$ cat config.mk
export PLATFORM = sky130hd
export DESIGN_NAME = up_counter
export DESIGN_NICKNAME = d
export VERILOG_FILES = /design/src/rtl/up_counter.sv
export SDC_FILE = /design/constraint.sdc
export NUM_CORES = 1
export LEC_CHECK = 0
export BUFFER_PORTS_ARGS = -buffer_cell sky130_fd_sc_hd__buf_2
export CORE_MARGIN = 2
export CORE_UTILIZATION = 40
export CTS_BUF_LIST = sky130_fd_sc_hd__clkbuf_8
export DETAILED_ROUTE_END_ITERATION = 10
export PLACE_DENSITY = 0.61
export SYNTH_ARGS = -nofsm -noshare
export SYNTH_HDL_FRONTEND = slang
export SYNTH_SLANG_ARGS = --single-unit
$ cat constraint.sdc
create_clock -name clk -period 5.1 [get_ports clk]
set_input_delay 0.51 -clock clk [delete_from_list [all_inputs] [get_ports clk]]
set_output_delay 0.51 -clock clk [all_outputs]
set_load 0.01 [all_outputs]
$ cat src/rtl/up_counter.sv
// Modulo-2^WIDTH up counter advanced by an internal clock-enable prescaler.
// Provides the count value, a per-step strobe (tick) and a wrap strobe (tc).
module up_counter #(
  parameter int WIDTH = 4,
  parameter int DIV   = 50000000
) (
  input  logic             clk,
  input  logic             rst,
  input  logic             en,
  input  logic             clr,
  input  logic             load,
  input  logic [WIDTH-1:0] load_val,
  output logic [WIDTH-1:0] count,
  output logic             tick,
  output logic             tc
);

  localparam int               DIV_W    = (DIV > 1) ? $clog2(DIV) : 1;
  localparam logic [DIV_W-1:0] DIV_LAST = DIV_W'(DIV - 1);
  localparam logic [WIDTH-1:0] MAX      = '1;

  logic [DIV_W-1:0] div_cnt;

  // With DIV=1, DIV_LAST is 0 and every enabled cycle takes the step branch.
  always_ff @(posedge clk or negedge rst) begin
    if (!rst) begin
      div_cnt <= '0;
      count   <= '0;
      tick    <= 1'b0;
      tc      <= 1'b0;
    end else if (clr) begin
      div_cnt <= '0;
      count   <= '0;
      tick    <= 1'b0;
      tc      <= 1'b0;
    end else if (load) begin
      div_cnt <= '0;
      count   <= load_val;
      tick    <= 1'b0;
      tc      <= 1'b0;
    end else if (!en) begin
      tick <= 1'b0;
      tc   <= 1'b0;
    end else if (div_cnt != DIV_LAST) begin
      div_cnt <= div_cnt + DIV_W'(1);
      tick    <= 1'b0;
      tc      <= 1'b0;
    end else begin
      div_cnt <= '0;
      count   <= count + WIDTH'(1);
      tick    <= 1'b1;
      tc      <= (count == MAX);
    end
  end

endmodule

# Yosys cells after proc, flatten, opt, wreduce, memory -nomap -nowiden
# Index checks and enable logic that the tools add are counted.
[op_classes]
add_sub_neg = 2
n_eq_ne = 3
mux = 16
reduce_logical = 2
[op_table]
columns = ["cell", "count"]
rows = [
  ["two-way mux 26 bit", 4],
  ["adder 26 x 1 -> 26 bit (second input constant)", 1],
  ["inequality test 26 bit (second input constant)", 1],
  ["two-way mux 4 bit", 4],
  ["two-way mux 1 bit", 8],
  ["adder 4 x 1 -> 4 bit (second input constant)", 1],
  ["== test 4 bit (second input constant)", 1],
  ["inequality test 3 bit (second input constant)", 1],
  ["nonzero test 3 bit", 1],
  ["AND reduction 2 bit", 1],
]
[totals]
ff_bits = 32
inputBits = 9
out_inout_bits = 6

# Longest topological paths before layout
# Gate-level depths: netlist of run 1.
[logic_depth]
word_depth = 5
depth_mapped = 7

# Worst setup path after synthesis of run 1
# OpenSTA, ideal clock, no wires.
[synth_path]
path_type = "flip-flop to flip-flop"
from = "register div_cnt[0]"
to = "register count[3]"
t_arrival_ns = 1.996
setup_slack_ns = 3.035
path_stages_with_launch = 7
path_buffers = 0
period_less_slack_ns = 2.065
path_cell_list = "dfrtp_1 > ha_1 > nand2_1 > or4_4 > or3_4 > or4_1 > nand3_1"
[synth_between]
elab_chain_cells = 3
[synth_lines]
columns = ["element", "line_no", "source"]
rows = [
  ["start, declared", "22", "logic [DIV_W-1:0] div_cnt;"],
  ["start signal, assigned", "45", "div_cnt <= div_cnt + DIV_W'(1);"],
  ["inequality test 26 bit", "44", "end else if (div_cnt != DIV_LAST) begin"],
  ["inequality test 3 bit (no line)", "-", ""],
  ["AND reduction 2 bit (no line)", "-", ""],
  ["end signal, assigned", "38", "count <= load_val;"],
  ["end signal, assigned", "50", "count <= count + WIDTH'(1);"],
  ["end, declared", "13", "output logic [WIDTH-1:0] count,"],
]
# Every way passes these cells.
# A chain may end at the register's enable or synchronous reset.

# Worst setup path after layout of run 1
[layout_path]
from = "register div_cnt[0]"
to = "register count[1]"
# Same word-level chain as after synthesis.

==> implementation parameters, run 1 <==
Parameter                              Value

Pwr
  Sequential group share of total power    0.535
  Clock network power share    0.399
  Sw Pwr    0.1146 mW
  Total internal power    0.3732 mW
  Net switching share of the total power    0.2349
  Combinational cell fraction of total power    0.066
  Worst-case vdd ir drop    about 0.12 mV
  Power per Cell Area    240.8 nW/um^2
  Final Total Pwr    0.4879 mW
  Leakage power figure    0.8295 nW

STA
  Final setup TNS    0 ns
  Share of the cycle needed by the critical path after routing    0.4866
  RSZ-0062 raised after global routing    no
  Worst-case headroom to the max-slew limit    0.3064
  Final worst setup slack    2.618 ns
  Worst-Margin Slew    1.037 ns
  Fin. Hold Viols    0
  Finish-stage setup viols    0
  Achievable Freq    0.4029 GHz
  Final Skew    ~0.0086 ns
  Final count of pins violating max slew    0
  Post-layout minimum cycle time    between 2 and 2.5 ns
  Worst hold slack    0.2747 ns

GRT
  Pin count of the biggest net entering global routing    33
  Vias in the first global route    between 1500 and 2000
  All-Layer GR Usage    0.1793
  Initial antenna violation count    0
  Gr ovfl total    0
  Wire length of the first global-routing pass    7.286 mm

Routing
  Post-detailed-route wirelength per cell    15.42 um
  Number of DRC markers after the initial detailed-route iteration    150
  Antenna-violating nets left    0
  Post-route DRC    0
  Total routed wirelength    4.072 mm
  Routed vias    1537
  Via count normalized by instance count    5.822
  Number of iterations in the first detailed-routing pass    5

Place
  Port Buffers    14
  Post-DP HPWL    2.926 mm
  Area after detailed placement    slightly below 2000 um^2
  GP Congestion    0.8309
  Number of cells after detailed placement    ~260
  Post-placement worst setup slack    about 2.6 ns

Clocking
  Clock Path Buffers    2
  Quantity of hold-fixing buffers added after cts    0
  Total of cells resized after clock tree synthesis    0
  Setup bufs post-CTS    0
  Clk slew on worst S/H paths    0.07 ns
  CTS H-tree lvls    2
  Clock buffers created by TritonCTS    5
  Clk root buf    clkbuf_8
  Sinks on Clock Net    32
  CTS tree    built
  Clock insertion delay at the later pin of the skew report    approximately 0.28 ns

Yosys
  Average footprint of a synthesized cell    9.196 um^2
  Area share of the largest cell type after synthesis    0.4354
  Number of nets in the synthesized netlist    approximately 210
  Mux share of post-synthesis cell area    0.01769
  Number of register bits inferred by synthesis    32
  Main combinational cell family by area after synthesis    simple AND/OR/NAND/NOR gates
  Main area contributors after synthesis    dfrtp_1 (44%), xor2_1 (5.7%), nor2_1 (5.3%)
  Area share of xor/xnor cells in the synthesized design    0.07619
  Count of unique library cells instantiated by Yosys    43
  Post-synthesis share of cell area spent on full adders, half adders and majority gates    0.01361
  Ys Warns    0
  Synthesized-area fraction occupied by ao, oa, aoi and oai cells    0.09796
  Post-synthesis cell area    1839 um^2
  Fraction of registers with async set/reset    1.000
  Simple-gate share of the synthesized area    0.3299
  Gate count after technology mapping    200
  Flip-flop cell with the highest count after synthesis    dfrtp_1
  EDFF count, synth    0
  Share of synthesized area occupied by flip-flops and latches    0.4354
  Cell type with the largest total area after synthesis    dfrtp_1

Setup path
  Critical Path Start Type    register
  Cell seen most often among critical-path stages    nand2_1
  Crit Path Class    reg -> reg
  Sort of element at the end of the critical path    register
  Worst-path cell chain    ha_1 -> nand2_1 -> or4_4 -> or3_4 -> nand2_1 -> mux2_2
  Signal arrival time at the worst endpoint    2.64 ns
  Crit path max-delay cell type    or4_4
  Max incr delay on CP    approximately 0.44 ns
  Top fanout value on the critical path    13
  Data required time of the critical path    5.26 ns

Layout
  Final Instance Area    2026 um^2
  Share of the core filled with cells    0.4620
  Number of standard cells in the layout, taps in and fillers out    264
  Area growth from synthesis to layout    10.14%
  Net count of the finished layout    222
  Layout filler cell count    roughly 420
  Ant. Diodes    0
  Commonest non-fill, non-tap cells in the layout    dfrtp_1 (32), nor2_1 (26), nand3_1 (16)
  Most common cell after layout, fill and taps aside    dfrtp_1
  Layout cell share with drive strength beyond 1    0.1557

Min path
  Class of the tightest hold or removal check    in -> async

Floorplanning
  Site Rows    24
  CORE AREA    4384 um^2
  Die width    between 70 and 80 um
  Area of the die    5157 um^2
  Height of the die    a little over 70 um
  Initial standard-cell utilization of the core    0.4195
  Top Ports    15

Job
  Number of max-cap violations    0

Status
  Run status    finished clean
==> sequential cells by signal, summed over array words and instances, names as in the netlist <==
name	cells
div_cnt	26
count	4
tc	1
tick	1
==> final timing paths <==
path,start,endpoint,slack [ns],cells past startpoint
worst max-delay path,div_cnt[0]$_DFFE_PN0P_,count[1]$_DFFE_PN0P_,2.62,6
min in group clk,load_val[3],count[3]$_DFFE_PN0P_,0.46,3
max in group asynchronous,rst,div_cnt[18]$_DFFE_PN0P_,4.37,1
worst max register to register,div_cnt[0]$_DFFE_PN0P_,count[1]$_DFFE_PN0P_,2.62,6
worst min-delay path,rst,div_cnt[2]$_DFFE_PN0P_,0.27,1
worst min register to register,div_cnt[1]$_DFFE_PN0P_,div_cnt[1]$_DFFE_PN0P_,0.57,2
==> Yosys cell counts (all sizes together), types with 3 or more instances <==
cell	n
a21o	3
a32o	5
and3	6
clkbuf	9
dfrtp	32
inv	3
nand2	15
nand3	16
nand4	14
nor2	26
nor3	5
nor4	11
o21ai	5
or2	4
or4	3
xnor2	4
xor2	12
==> power groups by stage <==
| stage | clock network, mW | registers [mW] | logic [mW] |
|---|---|---|---|
| floorplan | 0 | 0.267 | 0.0158 |
| global placement | 0 | 0.266 | 0.0323 |
| detailed placement | 0 | 0.266 | 0.0325 |
| CTS | 0.201 | 0.261 | 0.0327 |
| global route | 0.210 | 0.262 | 0.0366 |
| finish | 0.195 | 0.261 | 0.0320 |
==> layout make-up <==
cell class | instances | area (um^2) | area share
Timing Repair Buffer | 14 | 70.07 | 0.03459
Multi-Input combinational cell | 154 | 984.7 | 0.4861
Tap cell | 52 | 65.06 | 0.03212
Inverter | 4 | 15.01 | 0.007412
Clock buffer | 6 | 82.58 | 0.04077
Clock inverter | 2 | 7.507 | 0.003706
Sequential cell | 32 | 800.8 | 0.3953
==> kinds of logic (layout without fill, tap and decap cells) <==
kind of cell | Yosys count | in the layout
XOR/XNOR | 16 | 16
buffers and inverters | 14 | 26
AO/OA/AOI/OAI | 23 | 23
AND/OR/NAND/NOR | 110 | 110
flip-flops | 32 | 32
multiplexers | 3 | 3
adder cells (fa/ha/maj) | 2 | 2
==> metal layers <==
metal / global-route usage / routed length [um] / share of wire
met5: 0 / 0 / 0
met4: 0.06918 / 39 / 0.0096
met3: 0.04923 / 207 / 0.051
met2: 0.2582 / 1744 / 0.43
met1: 0.2560 / 2080 / 0.51
==> worst max-delay path, delay by kind of cell (launching register included) <==
family                   cells  cell delay (ns)
AND/OR/NAND/NOR              4             1.29
flip-flops                   1             0.39
multiplexers                 1             0.38
adder cells (fa/ha/maj)      1             0.30
(Power assumes the default switching activity.)
==> inputs of run 2 (changes only) <==
--- a/config.mk
+++ b/config.mk
@@ -5,12 +5,13 @@
 export SDC_FILE = /design/constraint.sdc
 export NUM_CORES = 1
 export LEC_CHECK = 0
+export ABC_AREA = 1
 export BUFFER_PORTS_ARGS = -buffer_cell sky130_fd_sc_hd__buf_2
 export CORE_MARGIN = 2
 export CORE_UTILIZATION = 40
 export CTS_BUF_LIST = sky130_fd_sc_hd__clkbuf_8
 export DETAILED_ROUTE_END_ITERATION = 10
-export PLACE_DENSITY = 0.61
+export PLACE_DENSITY = 0.63
 export SYNTH_ARGS = -nofsm -noshare
 export SYNTH_HDL_FRONTEND = slang
 export SYNTH_SLANG_ARGS = --single-unit
==> constraint.sdc (replaced) <==
create_clock -name clk -period 2 [get_ports clk]
set_input_delay 0.2 -clock clk [delete_from_list [all_inputs] [get_ports clk]]
set_output_delay 0.2 -clock clk [all_outputs]
set_load 0.01 [all_outputs]
==> run 2 against run 1 <==
The run now ends with negative hold slack left. Non-clock buffer count did not move. Die area is 22% higher. Worst setup slack lost 2.2 ns. Count of clock-buffer cells in the layout did not move. Via count grew 30%. Utilization is 1.4 points lower. Final cell count rose by 54%. First-iteration DRC count down 27%. Register-to-register slack lost 2.2 ns. Synthesized area up 23%.
==> implementation parameters, run 2 <==
Parameter                              Value

GRT
  Gr ovfl total    0 (unchanged)
  Vias in the first global route    1949 (+27%)
  All-Layer GR Usage    0.1844 (+0.005092)
  Initial antenna violation count    0 (unchanged)
  Pin count of the biggest net entering global routing    33 (unchanged)
  Wire length of the first global-routing pass    9.080 mm (+25%)

Layout
  Flip-flop count of the largest register after layout    26 (unchanged)
  Layout filler cell count    591 (+39%)
  Most flop-heavy register    div_cnt
  Final Instance Area    2451 um^2 (+21%)
  Net count of the finished layout    345 (+55%)
  Area of the multi-input gates    1232 um^2 (+25%)
  Ant. Diodes    0 (unchanged)
  Area growth from synthesis to layout    8.412%
  Most common cell after layout, fill and taps aside    nand2_1
  Commonest non-fill, non-tap cells in the layout    nand2_1 (89), nor2_1 (41), inv_1 (39)
  Area taken by flip-flops and latches    800.8 um^2 (unchanged)
  Largest registers    div_cnt (26), count (4)
  Layout cell share with drive strength beyond 1    0.1970 (+0.04135)

Clocking
  Total of cells resized after clock tree synthesis    0 (unchanged)
  CTS tree    built
  Clock insertion delay at the later pin of the skew report    0.29 ns (about the same)
  Clock Path Buffers    2 (unchanged)
  Setup bufs post-CTS    0 (unchanged)
  Quantity of hold-fixing buffers added after cts    0 (unchanged)
  CTS H-tree lvls    2 (unchanged)
  Clk slew on worst S/H paths    0.07 ns (about the same)
  Sinks on Clock Net    32 (unchanged)
  Clock buffers created by TritonCTS    5 (unchanged)
  Clk root buf    clkbuf_8

STA
  Finish-stage setup viols    0 (unchanged)
  Fin. Hold Viols    32 (+32)
  Final count of pins violating max slew    0 (unchanged)
  RSZ-0062 raised after global routing    no
  Worst-Margin Slew    0.7193 ns (-0.3172 ns)
  Worst-case headroom to the max-slew limit    0.5204 (+0.2140)
  Final Skew    0.007025 ns (-0.001533 ns)
  Post-layout minimum cycle time    1.620 ns (-0.8618 ns)
  Worst hold slack    -0.03684 ns (-0.3116 ns)
  Achievable Freq    0.6173 GHz (+53%)
  Share of the cycle needed by the critical path after routing    0.8099 (+0.3233)
  Final setup TNS    0 ns (unchanged)

Job
  Number of max-cap violations    0 (unchanged)

Routing
  Post-route DRC    0 (unchanged)
  Number of DRC markers after the initial detailed-route iteration    110 (-27%)
  Post-detailed-route wirelength per cell    12.43 um (-19%)
  Routed vias    1999 (+30%)
  Via count normalized by instance count    4.912 (-16%)
  Antenna-violating nets left    0 (unchanged)
  Number of iterations in the first detailed-routing pass    5 (unchanged)
  Total routed wirelength    5.060 mm (+24%)

Min path
  Class of the tightest hold or removal check    in -> async

Setup path
  Critical Path Start Type    register
  Top fanout value on the critical path    7 (-6)
  Worst-path cell chain    ha_1 -> nand3_1 -> nor2_4 -> nand3_4 -> nor2_1 -> xor2_1 -> nor2_1
  Sort of element at the end of the critical path    register
  Data required time of the critical path    2.17 ns (-3.09 ns)
  Cell seen most often among critical-path stages    nor2_1
  Signal arrival time at the worst endpoint    1.79 ns (-0.85 ns)
  Crit Path Class    reg -> reg
  Max incr delay on CP    0.39 ns (-0.05 ns)
  Crit path max-delay cell type    dfrtp_1

Yosys
  Cell type with the largest total area after synthesis    dfrtp_1
  Area share of xor/xnor cells in the synthesized design    0.03099 (-0.04520)
  Main area contributors after synthesis    dfrtp_1 (35%), nand2_1 (15%), nor2_2 (6.9%)
  Post-synthesis share of cell area spent on full adders, half adders and majority gates    0.01107 (-0.002537)
  Number of nets in the synthesized netlist    328 (+55%)
  Fraction of registers with async set/reset    1.000 (unchanged)
  Most frequent cell after synthesis    nand2_1
  Most instantiated cells after synthesis    nand2_1 (89), nor2_1 (41), inv_1 (39)
  Gate count after technology mapping    317 (+59%)
  Count of unique library cells instantiated by Yosys    30 (-30%)
  Synthesized-area fraction occupied by ao, oa, aoi and oai cells    0.03542 (-0.06254)
  Area share of the largest cell type after synthesis    0.3542 (-0.08120)
  Flip-flop cell with the highest count after synthesis    dfrtp_1
  Mux share of post-synthesis cell area    0 (-0.01769)
  Simple-gate share of the synthesized area    0.4676 (+0.1377)
  Post-synthesis cell area    2261 um^2 (+23%)
  Average footprint of a synthesized cell    7.132 um^2 (-22%)
  Share of synthesized area occupied by flip-flops and latches    0.3542 (-0.08120)
  Number of register bits inferred by synthesis    32 (unchanged)
  EDFF count, synth    0 (unchanged)
  Ys Warns    0 (unchanged)
  Main combinational cell family by area after synthesis    simple AND/OR/NAND/NOR gates

Floorplanning
  CORE AREA    5473 um^2 (+25%)
  Die width    79.18 um (+10%)
  Area of the die    6269 um^2 (+22%)
  Initial standard-cell utilization of the core    0.4131 (-0.006398)
  Site Rows    27 (+13%)
  Height of the die    79.18 um (+10%)
  Top Ports    15 (unchanged)

Place
  Port Buffers    14 (unchanged)
  Area after detailed placement    2359 um^2 (+22%)
  Post-DP HPWL    3.785 mm (+29%)
  GP Congestion    0.8886 (+6.9%)

Status
  Violated checks    negative hold slack
  Run status    complete, but fails checks

Pwr
  Worst-case vdd ir drop    0.3883 mV (+220%)
  Power per Cell Area    534.6 nW/um^2 (+120%)
  Leakage power figure    1.057 nW (+27%)
run 2: through the flow:
stage,util,setup slack (ns),total power [mW],cells,hold WS (ns)
3_5_place_dp,0.4310,0.3871,0.7936,399,0.3196
6_report,0.4479,0.3801,1.310,407,-0.03684
4_1_cts,0.4479,0.3644,1.330,407,0.01023
3_3_place_gp,0.4310,0.3930,0.7926,399,0.3088
5_1_grt,0.4479,0.2186,1.368,407,0.03870
2_1_floorplan,-,0.5865,0.7600,317,-0.09559
run 2: final timing paths:
path,end,startpoint,slack (ns),depth (start not counted)
setup / recovery,div_cnt[10]$_DFFE_PN0P_,div_cnt[0]$_DFFE_PN0P_,0.38,7
hold / removal,div_cnt[12]$_DFFE_PN0P_,rst,-0.04,1
setup reg to reg,div_cnt[10]$_DFFE_PN0P_,div_cnt[0]$_DFFE_PN0P_,0.38,7
hold reg to reg,div_cnt[1]$_DFFE_PN0P_,div_cnt[1]$_DFFE_PN0P_,0.52,2
max in group asynchronous,div_cnt[25]$_DFFE_PN0P_,rst,1.57,1
min in group clk,tc$_DFF_PN0_,en,0.18,3
run 2: kinds of logic (layout without fill, tap and decap cells):
group                      Yosys count  in the layout
DFF                                 32             32
adders and majority gates            2              2
and+or+nand+nor                    215            215
buffers and inverters               46             64
AOI/OAI and AO/OA                   14             14
xor gates and xnor gates             8              8
run 2: worst max-delay path, delay by kind of cell (launching register included):
family	cells	cell delay, ns
simple gates	5	0.72
xor+xnor	1	0.17
fa+ha+maj	1	0.22
flops	1	0.39
run 2: cell type report:
type                       instances  share of cell area
clock buffer                       6             0.03369
clock inverter                     2            0.004084
inverter                          42             0.06738
multi-input combinational        239              0.5028
sequential                        32              0.3267
tap                               72             0.03675
timing repair buffer              14             0.02859
run 2: per-layer routing:
layer  vias to the layer above  routed length, um  part of all wire  global-route usage
li1                       1020                  -                 -                   -
met1                       919               2523              0.50              0.2552
met2                        52               2234              0.44              0.2898
met3                         8                232             0.046             0.03523
met4                         0                 70             0.014             0.06034
met5                         -                  0                 0                   0
run 2: where the power goes:
part / total [mW] / internal, mW / leakage (nW) / switching [mW]
Clock: 0.533 / 0.275 / 0.0510 / 0.258
Sequential: 0.671 / 0.657 / 0.443 / 0.0137
Combinational: 0.107 / 0.0324 / 0.564 / 0.0746
